$ cat config.mk
export PLATFORM = sky130hd
export DESIGN_NAME = ttt_move_controller
export DESIGN_NICKNAME = d
export VERILOG_FILES = /design/src/rtl/ttt_pkg.sv /design/src/rtl/ttt_line_checker.sv /design/src/rtl/ttt_move_controller.sv
export SDC_FILE = /design/constraint.sdc
export NUM_CORES = 1
export LEC_CHECK = 0
export BUFFER_PORTS_ARGS = -buffer_cell sky130_fd_sc_hd__buf_2
export CAP_MARGIN = 10
export CORE_ASPECT_RATIO = 1.5
export CORE_MARGIN = 5
export CORE_UTILIZATION = 35
export DETAILED_ROUTE_END_ITERATION = 12
export HOLD_SLACK_MARGIN = 0.06
export PLACE_DENSITY = 0.63
export SYNTH_ARGS = -nofsm -noshare
export SYNTH_HDL_FRONTEND = slang
export SYNTH_SLANG_ARGS = --single-unit
$ cat constraint.sdc
create_clock -name clk -period 2.6 [get_ports clk]
set_input_delay 0.26 -clock clk [delete_from_list [all_inputs] [get_ports clk]]
set_output_delay 0.26 -clock clk [all_outputs]
set_load 0.05 [all_outputs]
$ cat src/rtl/ttt_pkg.sv
// Shared tic-tac-toe definitions: cell and winner codes, controller states,
// and the table of the eight winning lines.
package ttt_pkg;

  localparam int BOARD_BITS = 18;

  localparam logic [1:0] EMPTY  = 2'b00;
  localparam logic [1:0] MARK_X = 2'b01;
  localparam logic [1:0] MARK_O = 2'b10;

  localparam logic [1:0] WIN_NONE = 2'b00;
  localparam logic [1:0] WIN_X    = 2'b01;
  localparam logic [1:0] WIN_O    = 2'b10;
  localparam logic [1:0] DRAW     = 2'b11;

  typedef enum logic [1:0] {
    PLAY  = 2'd0,
    CHECK = 2'd1,
    OVER  = 2'd2
  } state_e;

  // Rows, columns, then diagonals; leftmost triple is line 0.
  localparam logic [0:7][0:2][3:0] WIN_LINES = {
    4'd0, 4'd1, 4'd2,
    4'd3, 4'd4, 4'd5,
    4'd6, 4'd7, 4'd8,
    4'd0, 4'd3, 4'd6,
    4'd1, 4'd4, 4'd7,
    4'd2, 4'd5, 4'd8,
    4'd0, 4'd4, 4'd8,
    4'd2, 4'd4, 4'd6
  };

  function automatic logic [1:0] cell_at(input logic [BOARD_BITS-1:0] b, input int idx);
    cell_at = b[2*idx +: 2];
  endfunction

endpackage

$ cat src/rtl/ttt_line_checker.sv
// Combinational win detector: flags any of the eight lines holding three
// identical marks and reports which player owns it.
module ttt_line_checker
  import ttt_pkg::*;
(
  input  logic [BOARD_BITS-1:0] board_i,
  output logic                  win_o,
  output logic [1:0]            player_o
);

  always_comb begin
    win_o    = 1'b0;
    player_o = EMPTY;
    for (int l = 0; l < 8; l++) begin
      if (cell_at(board_i, int'(WIN_LINES[l][0])) != EMPTY &&
          cell_at(board_i, int'(WIN_LINES[l][0])) == cell_at(board_i, int'(WIN_LINES[l][1])) &&
          cell_at(board_i, int'(WIN_LINES[l][0])) == cell_at(board_i, int'(WIN_LINES[l][2]))) begin
        win_o    = 1'b1;
        player_o = cell_at(board_i, int'(WIN_LINES[l][0]));
      end
    end
  end

endmodule

$ cat src/rtl/ttt_move_controller.sv
// Tic-tac-toe move controller: validates placements, alternates players and
// evaluates the board one cycle after every accepted move.
module ttt_move_controller
  import ttt_pkg::*;
#(
  parameter int NUM_CELLS = 9
) (
  input  logic                  clk,
  input  logic                  reset,
  input  logic [3:0]            cell_sel,
  input  logic                  place,
  input  logic                  new_game,
  output logic [BOARD_BITS-1:0] board,
  output logic                  turn,
  output logic                  move_ok,
  output logic                  move_err,
  output logic [1:0]            winner,
  output logic                  game_over
);

  state_e                state_q, state_d;
  logic [BOARD_BITS-1:0] board_q, board_d;
  logic                  turn_q, turn_d;
  logic [3:0]            count_q, count_d;
  logic [1:0]            winner_q, winner_d;
  logic                  ok_q, ok_d;
  logic                  err_q, err_d;

  logic                  sel_valid;
  logic                  sel_empty;
  logic                  line_win;
  logic [1:0]            line_player;

  ttt_line_checker u_line_checker (
    .board_i  (board_q),
    .win_o    (line_win),
    .player_o (line_player)
  );

  // Cursor values past the last cell come from counter wrap and never match.
  always_comb begin
    sel_valid = 1'b0;
    sel_empty = 1'b0;
    for (int i = 0; i < NUM_CELLS; i++) begin
      if (cell_sel == 4'(i)) begin
        sel_valid = 1'b1;
        sel_empty = (board_q[2*i +: 2] == EMPTY);
      end
    end
  end

  always_comb begin
    state_d  = state_q;
    board_d  = board_q;
    turn_d   = turn_q;
    count_d  = count_q;
    winner_d = winner_q;
    ok_d     = 1'b0;
    err_d    = 1'b0;
    if (new_game) begin
      state_d  = PLAY;
      board_d  = '0;
      turn_d   = 1'b0;
      count_d  = 4'd0;
      winner_d = WIN_NONE;
    end else begin
      case (state_q)
        PLAY: begin
          if (place) begin
            if (sel_valid && sel_empty) begin
              for (int i = 0; i < NUM_CELLS; i++) begin
                if (cell_sel == 4'(i)) board_d[2*i +: 2] = turn_q ? MARK_O : MARK_X;
              end
              count_d = count_q + 4'd1;
              ok_d    = 1'b1;
              state_d = CHECK;
            end else begin
              err_d = 1'b1;
            end
          end
        end
        // A completed line outranks the full-board draw.
        CHECK: begin
          if (line_win) begin
            winner_d = line_player;
            state_d  = OVER;
          end else if (count_q == 4'(NUM_CELLS)) begin
            winner_d = DRAW;
            state_d  = OVER;
          end else begin
            turn_d  = ~turn_q;
            state_d = PLAY;
          end
        end
        OVER: begin
          if (place) err_d = 1'b1;
        end
        default: state_d = PLAY;
      endcase
    end
  end

  always_ff @(posedge clk or negedge reset) begin
    if (!reset) begin
      state_q  <= PLAY;
      board_q  <= '0;
      turn_q   <= 1'b0;
      count_q  <= 4'd0;
      winner_q <= WIN_NONE;
      ok_q     <= 1'b0;
      err_q    <= 1'b0;
    end else begin
      state_q  <= state_d;
      board_q  <= board_d;
      turn_q   <= turn_d;
      count_q  <= count_d;
      winner_q <= winner_d;
      ok_q     <= ok_d;
      err_q    <= err_d;
    end
  end

  assign board     = board_q;
  assign turn      = turn_q;
  assign move_ok   = ok_q;
  assign move_err  = err_q;
  assign winner    = winner_q;
  assign game_over = (state_q == OVER);

endmodule

**Yosys cells after proc, flatten, opt, wreduce, memory -nomap -nowiden**

Cells that the tools add are included.
W data, S select, Z words.

- Add/sub/neg operators: 1
- Mux-type cells: 75
- Bitwise gates (word level): 1
- Reduce and logical (&&, ||, !) cells: 60
- Equal/unequal tests: 32

Operators with widths:

| operator | number |
|---|---|
| $mux W18 | 4 |
| $mux W2 | 27 |
| $mux W1 | 38 |
| $reduce_and A4 Y1 | 9 |
| $reduce_bool A2 Y1 | 18 |
| $eq A2 B2 Y1 | 16 |
| $logic_not A2 Y1 | 10 |
| $logic_and A1 B1 Y1 | 17 |
| $eq A4 B3 Y1 const B | 4 |
| $mux W4 | 4 |
| $reduce_and A3 Y1 | 3 |
| $eq A4 B2 Y1 const B | 2 |
| $eq A4 B4 Y1 const B | 2 |
| $ne A2 B2 Y1 const B | 3 |
| $ne A3 B3 Y1 const B | 2 |
| $pmux W2 S3 | 1 |
| $add A4 B1 Y4 const B | 1 |
| $eq A4 B1 Y1 const B | 1 |
| $logic_not A4 Y1 | 1 |
| $reduce_bool A3 Y1 | 1 |
| $eq A2 B1 Y1 const B | 1 |
| $eq A2 B2 Y1 const B | 1 |
| $pmux W1 S2 | 1 |
| $reduce_and A2 Y1 | 1 |
| $not A1 Y1 | 1 |

- Logic and storage cells: 184
- Flip-flop bits (word level): 29
- Output and inout bits: 24

**Depth between registers and ports, before layout**

- Depth in word-level cells: 15
- Depth in mapped cells: 9
- Mapped depth without buffers: 7

**Cells and area by module**

A second synthesis with hierarchy kept.

- Cell total of the unflattened synthesis: 228
- Area, all modules: 1956.9 um2

Modules (own cells, without submodules):

| module | area an instance (um2) | cells an instance | times used |
|---|---|---|---|
| ttt_move_controller | 1463.9 | 152 | 1 |
| ttt_line_checker | 493.0 | 76 | 1 |

**Worst setup path after synthesis**

OpenSTA, ideal clock, no wires.

- Path kind: register to register
- Start point: register board_q[0] (netlist: board[0])
- End point: register turn_q (netlist: turn)
- Path buffers: 1
- Data required time: 2522 ps
- Arrival time: 2351 ps
- Cell stages (with the launch flop): 9
- Slack: 171 ps
- Clock period less this slack: 2429 ps
- Library setup time: 78 ps
- Path through: dfrtp_1 buf_2 and3_1 o2111ai_1 o21ai_0 nor4_1 nand3_1 or3_1 a21oi_1

- Cells in the longest elaborated chain, start to end: 13
- Elaborated cells between the ends (all ways): 23

RTL lines:

| element | line | text |
|---|---|---|
| start, declared | ttt_move_controller.sv:22 | `logic [BOARD_BITS-1:0] board_q, board_d;` |
| start signal, assigned | ttt_move_controller.sv:114 | `board_q <= board_d;` |
| $eq A2 B2 Y1 / $reduce_bool A2 Y1 (equally long branches) | ttt_line_checker.sv:16, ttt_line_checker.sv:15 |  |
| $logic_and A1 B1 Y1 | ttt_line_checker.sv:15 | `if (cell_at(board_i, int'(WIN_LINES[l][0])) != EMPTY &&` |
| $logic_and A1 B1 Y1 | ttt_line_checker.sv:16 | `cell_at(board_i, int'(WIN_LINES[l][0])) == cell_at(board_i, int'(WIN_LINES[l][1])) &&` |
| $mux W1 (6 in series) | ttt_line_checker.sv:15 |  |
| $mux W1 (*) (2 in series) | ttt_line_checker.sv:15 |  |
| $ne A2 B2 Y1 (no line) (*) | -- |  |
| $reduce_and A3 Y1 (no line) (*) | -- |  |
| end signal, assigned | ttt_move_controller.sv:115 | `turn_q <= turn_d;` |
| end, declared | ttt_move_controller.sv:23 | `logic turn_q, turn_d;` |

Mark *: on every way between the ends. The rest lies on a longest branch, timed or not.
A chain may end at the register's enable or synchronous reset.

**Worst setup path in the final report**

- Start point: register board_q[8] (netlist: board[8])
- End point: register turn_q (netlist: turn)

- Cells in the longest elaborated chain, start to end: 12
- Elaborated cells between the ends (all ways): 21

RTL lines:

| element | line |
|---|---|
| $eq A2 B2 Y1 | ttt_line_checker.sv:16 |
| $logic_and A1 B1 Y1 | ttt_line_checker.sv:15 |
| $logic_and A1 B1 Y1 | ttt_line_checker.sv:16 |
| $mux W1 (6 in series) | ttt_line_checker.sv:15 |
| $mux W1 (*) | ttt_line_checker.sv:15 |
| $ne A2 B2 Y1 (no line) (*) | -- |
| $reduce_and A3 Y1 (no line) (*) | -- |

Marked as above.

==> out/results.ini <==
[setup_path]
crit_end = turn$_DFFE_PN0P_
worst_setup_path_start_kind = register
r2r-start = board[8]$_DFFE_PN0P_
end_kind = register
worstPathRequired_ns = 2.80
crit_type = reg -> reg
worst_r2r_path_depth = 7
rrSetupSlack_ns = 0.22
critPathMaxFanout = 10
setup.worst_path.start = board[8]$_DFFE_PN0P_
r2r_end = turn$_DFFE_PN0P_
cp_data_arrival_time_ns = 2.58

[timing]
period_share_pct = 91.6
clock_skew_ns = 0.00631
rsz0062_at_grt = no
setup_viol = 0
worst_pin_slew_ns = 0.678
slew_headroom_pct = 54.8
hold_viol_final = 0
drv_slew = 0
fin_tns_setup_ns = 0
layout_min_cycle_time_ns = 2.38
timing.fmax_mhz = 420

[finish]
seqCellArea_um2 = 726
multiInputGateArea_mm2 = 0.00104
finalNonFillerCells = 328
fin_nets = 270
area_growth_pct = 19.6
antenna_cells = 0
layout-drive-gt1-share_pct = 23.1
fillers = 510

[power]
seqPwrFrac_pct = 50.2
p_switching_mw = 0.229
p_clk_share_pct = 40.4
p_int_mw = 0.692
combPwrFrac_pct = 9.4
peakVddDrop_v = 0.000317
leakage_nw = 1.01
powerDensity_mw_per_mm2 = 410
switching_share_pct = 24.9

[flow_run]
cap_viol_max_count = 0

[die]
die_h_um = 99.7
dieArea_mm2 = 0.00696
rows = 32
start_util_pct = 36.4
core_area_mm2 = 0.00516
die_w_um = 69.8
pin_count = 32

[drt]
dr.pass1.iters = 5
wl_per_cell_um = 17.7
vias = 1907
viasPerCell = 5.81
drc = 0
drt_iter0_drc = 77
drt-total-wl_um = 5790
drtAntennaViolNets = 0

[synthesis]
yosysSeqAreaShare_pct = 38.6
syn_avg_cell_area_um2 = 8.50
synthFlopType = dfrtp_1
synthesis.area_mm2 = 0.00188
synthArstFlopShare_pct = 100
synth_edf_count = 0
synth_cells = 221
syn-num-nets = 231
synth_cell_types = 46
synth_area_leader_cell = dfrtp_1
yosys.area.top_type_share_pct = 38.6
synth-seq-cells = 29
ys_top_cells_by_area = dfrtp_1 (39%), o22ai_1 (4.3%), inv_1 (3.8%)
yosysWarnings = 0

[cts]
post_cts_buffers = 0
cts_inserted_buffers = 5
clockBufferDepth = 2
h-tree-depth = 2
cts_sinks = 29
path_clk_slew_ns = 0.06
cts_tree = built
cts_root_buf = clkbuf_8
worst_skew_pair.late_latency_ns = 0.28

[global_route]
grt_pass1_wl_um = 9220
grt-ovfl-total = 0
grt.total_usage_pct = 17.1
grt_max_degree = 34
antenna_found_initial = 0
grt_pass1_vias = 1856

[worst_hold_path]
hp-class = in -> reg

[placed_design]
dpl.cell_count = 320
portBuffers = 31
gp_congestion = 0.962
dp.final_hpwl_um = 4410

[run_status]
outcome = finished clean

## sequential cells by signal (all words and copies together) (netlist names)
signal,count
board,18
count_q,4
move_err,1
move_ok,1
state_q,2
turn,1
winner,2
## per-stage QoR
stage | util, % | hold slack, ns | worst slack (ns) | area (µm²) | power, mW
2_1_floorplan | - | -0.0356 | 0.171 | 1880 | 0.525
3_3_place_gp | 41.5 | 0.333 | 0.0167 | 2140 | 0.556
3_5_place_dp | 41.5 | 0.328 | 0.0757 | 2140 | 0.556
4_1_cts | 43.4 | 0.252 | 0.0694 | 2240 | 0.926
5_1_grt | 43.5 | 0.247 | 0.0126 | 2250 | 0.960
6_report | 43.5 | 0.255 | 0.217 | 2250 | 0.921
## routing by layer
metal	part of all wire (%)	global-route usage [%]
met3	4.3	3.24
met5	0	0
met2	52	29.6
met4	5.2	11.9
met1	39	18.7
## how the worst min path moves through the flow
stage                     startpoint  depth (start not counted)                    end  slack, ns
after floorplan                reset                          0   board[0]$_DFFE_PN0P_      -0.04
after global placement         reset                          1  board[11]$_DFFE_PN0P_       0.33
after detailed placement       reset                          1   board[6]$_DFFE_PN0P_       0.33
after CTS                      place                          2     move_err$_DFF_PN0_       0.25
after global routing           place                          2     move_err$_DFF_PN0_       0.25
final                          place                          2     move_err$_DFF_PN0_       0.26
## critical path: stages (launching register included)
cell	delay [ns]
dfrtp_1	0.48
and3_1	0.21
o2111ai_1	0.26
o21ai_0	0.17
nor4_1	0.45
nand3_1	0.20
or3_1	0.38
a21oi_1	0.15
## cell usage after synthesis (all sizes together) (2+ instances only)
master,n
dfrtp,29
inv,19
nor2,19
o22ai,17
o21ai,15
nand2,11
nor3,11
a21oi,10
nand3,9
nor2b,9
and3,7
clkbuf,6
or3,6
buf,4
nand3b,4
or2,4
a211oi,3
a311oi,3
nand2b,3
nand4,3
nor4,3
o2111ai,3
ha,2
nor4bb,2
o311ai,2
## power groups by stage
stage          logic, mW  registers [mW]  clock network [mW]
3_5_place_dp      0.0857           0.471                   0
5_1_grt           0.0943           0.463               0.403
2_1_floorplan     0.0448           0.480                   0
3_3_place_gp      0.0853           0.470                   0
4_1_cts           0.0870           0.463               0.377
6_report          0.0863           0.463               0.372
## area by class of cell
class | count | share of cell area, %
tap | 68 | 3.79
sequential | 29 | 32.3
clock buffer | 7 | 3.84
multi-input combinational | 163 | 46.2
inverter | 19 | 3.18
timing repair buffer | 42 | 10.7
## placed cells by master (no fill, tap or decap), types with 2 or more instances in the layout
| cell | netlist | layout |
|---|---|---|
| nor2_1 | 19 | 19 |
| or2_2 | 3 | 3 |
| nor2b_1 | 9 | 9 |
| or3_1 | 6 | 6 |
| nand3b_1 | 4 | 4 |
| and3_1 | 7 | 7 |
| o22ai_1 | 13 | 13 |
| o2111ai_1 | 3 | 3 |
| nor4bb_1 | 2 | 2 |
| nand2_1 | 11 | 11 |
| o22ai_2 | 4 | 4 |
| dfrtp_1 | 29 | 29 |
| nor3_1 | 11 | 11 |
| ha_1 | 2 | 2 |
| nand3_1 | 9 | 9 |
| nand4_1 | 3 | 3 |
| o21ai_0 | 14 | 14 |
| nand2b_1 | 3 | 3 |
| clkbuf_8 | 0 | 6 |
| a211oi_1 | 3 | 3 |
| a311oi_1 | 3 | 3 |
| buf_4 | 0 | 10 |
| nor4_1 | 3 | 3 |
| buf_2 | 3 | 31 |
| inv_1 | 19 | 19 |
| a21oi_1 | 10 | 10 |
## cells by family after synthesis
group / count (synthesis) / share of synthesized area (%)
AOI/OAI and AO/OA: 62 / 23.0
adders and majority gates: 2 / 1.33
buffers and inverters: 29 / 6.40
and+or+nand+nor: 96 / 29.2
muxes: 1 / 0.533
DFF: 29 / 38.6
xor gates and xnor gates: 2 / 0.933
## repair_timing
action / CTS / global route
gates resized for setup: 0 / 2
setup endpoints to repair: 0 / 2
hold buffers: 1 / 0
hold endpoints to repair: 29 / 0
No activity file was read; power rests on OpenSTA's default activity.
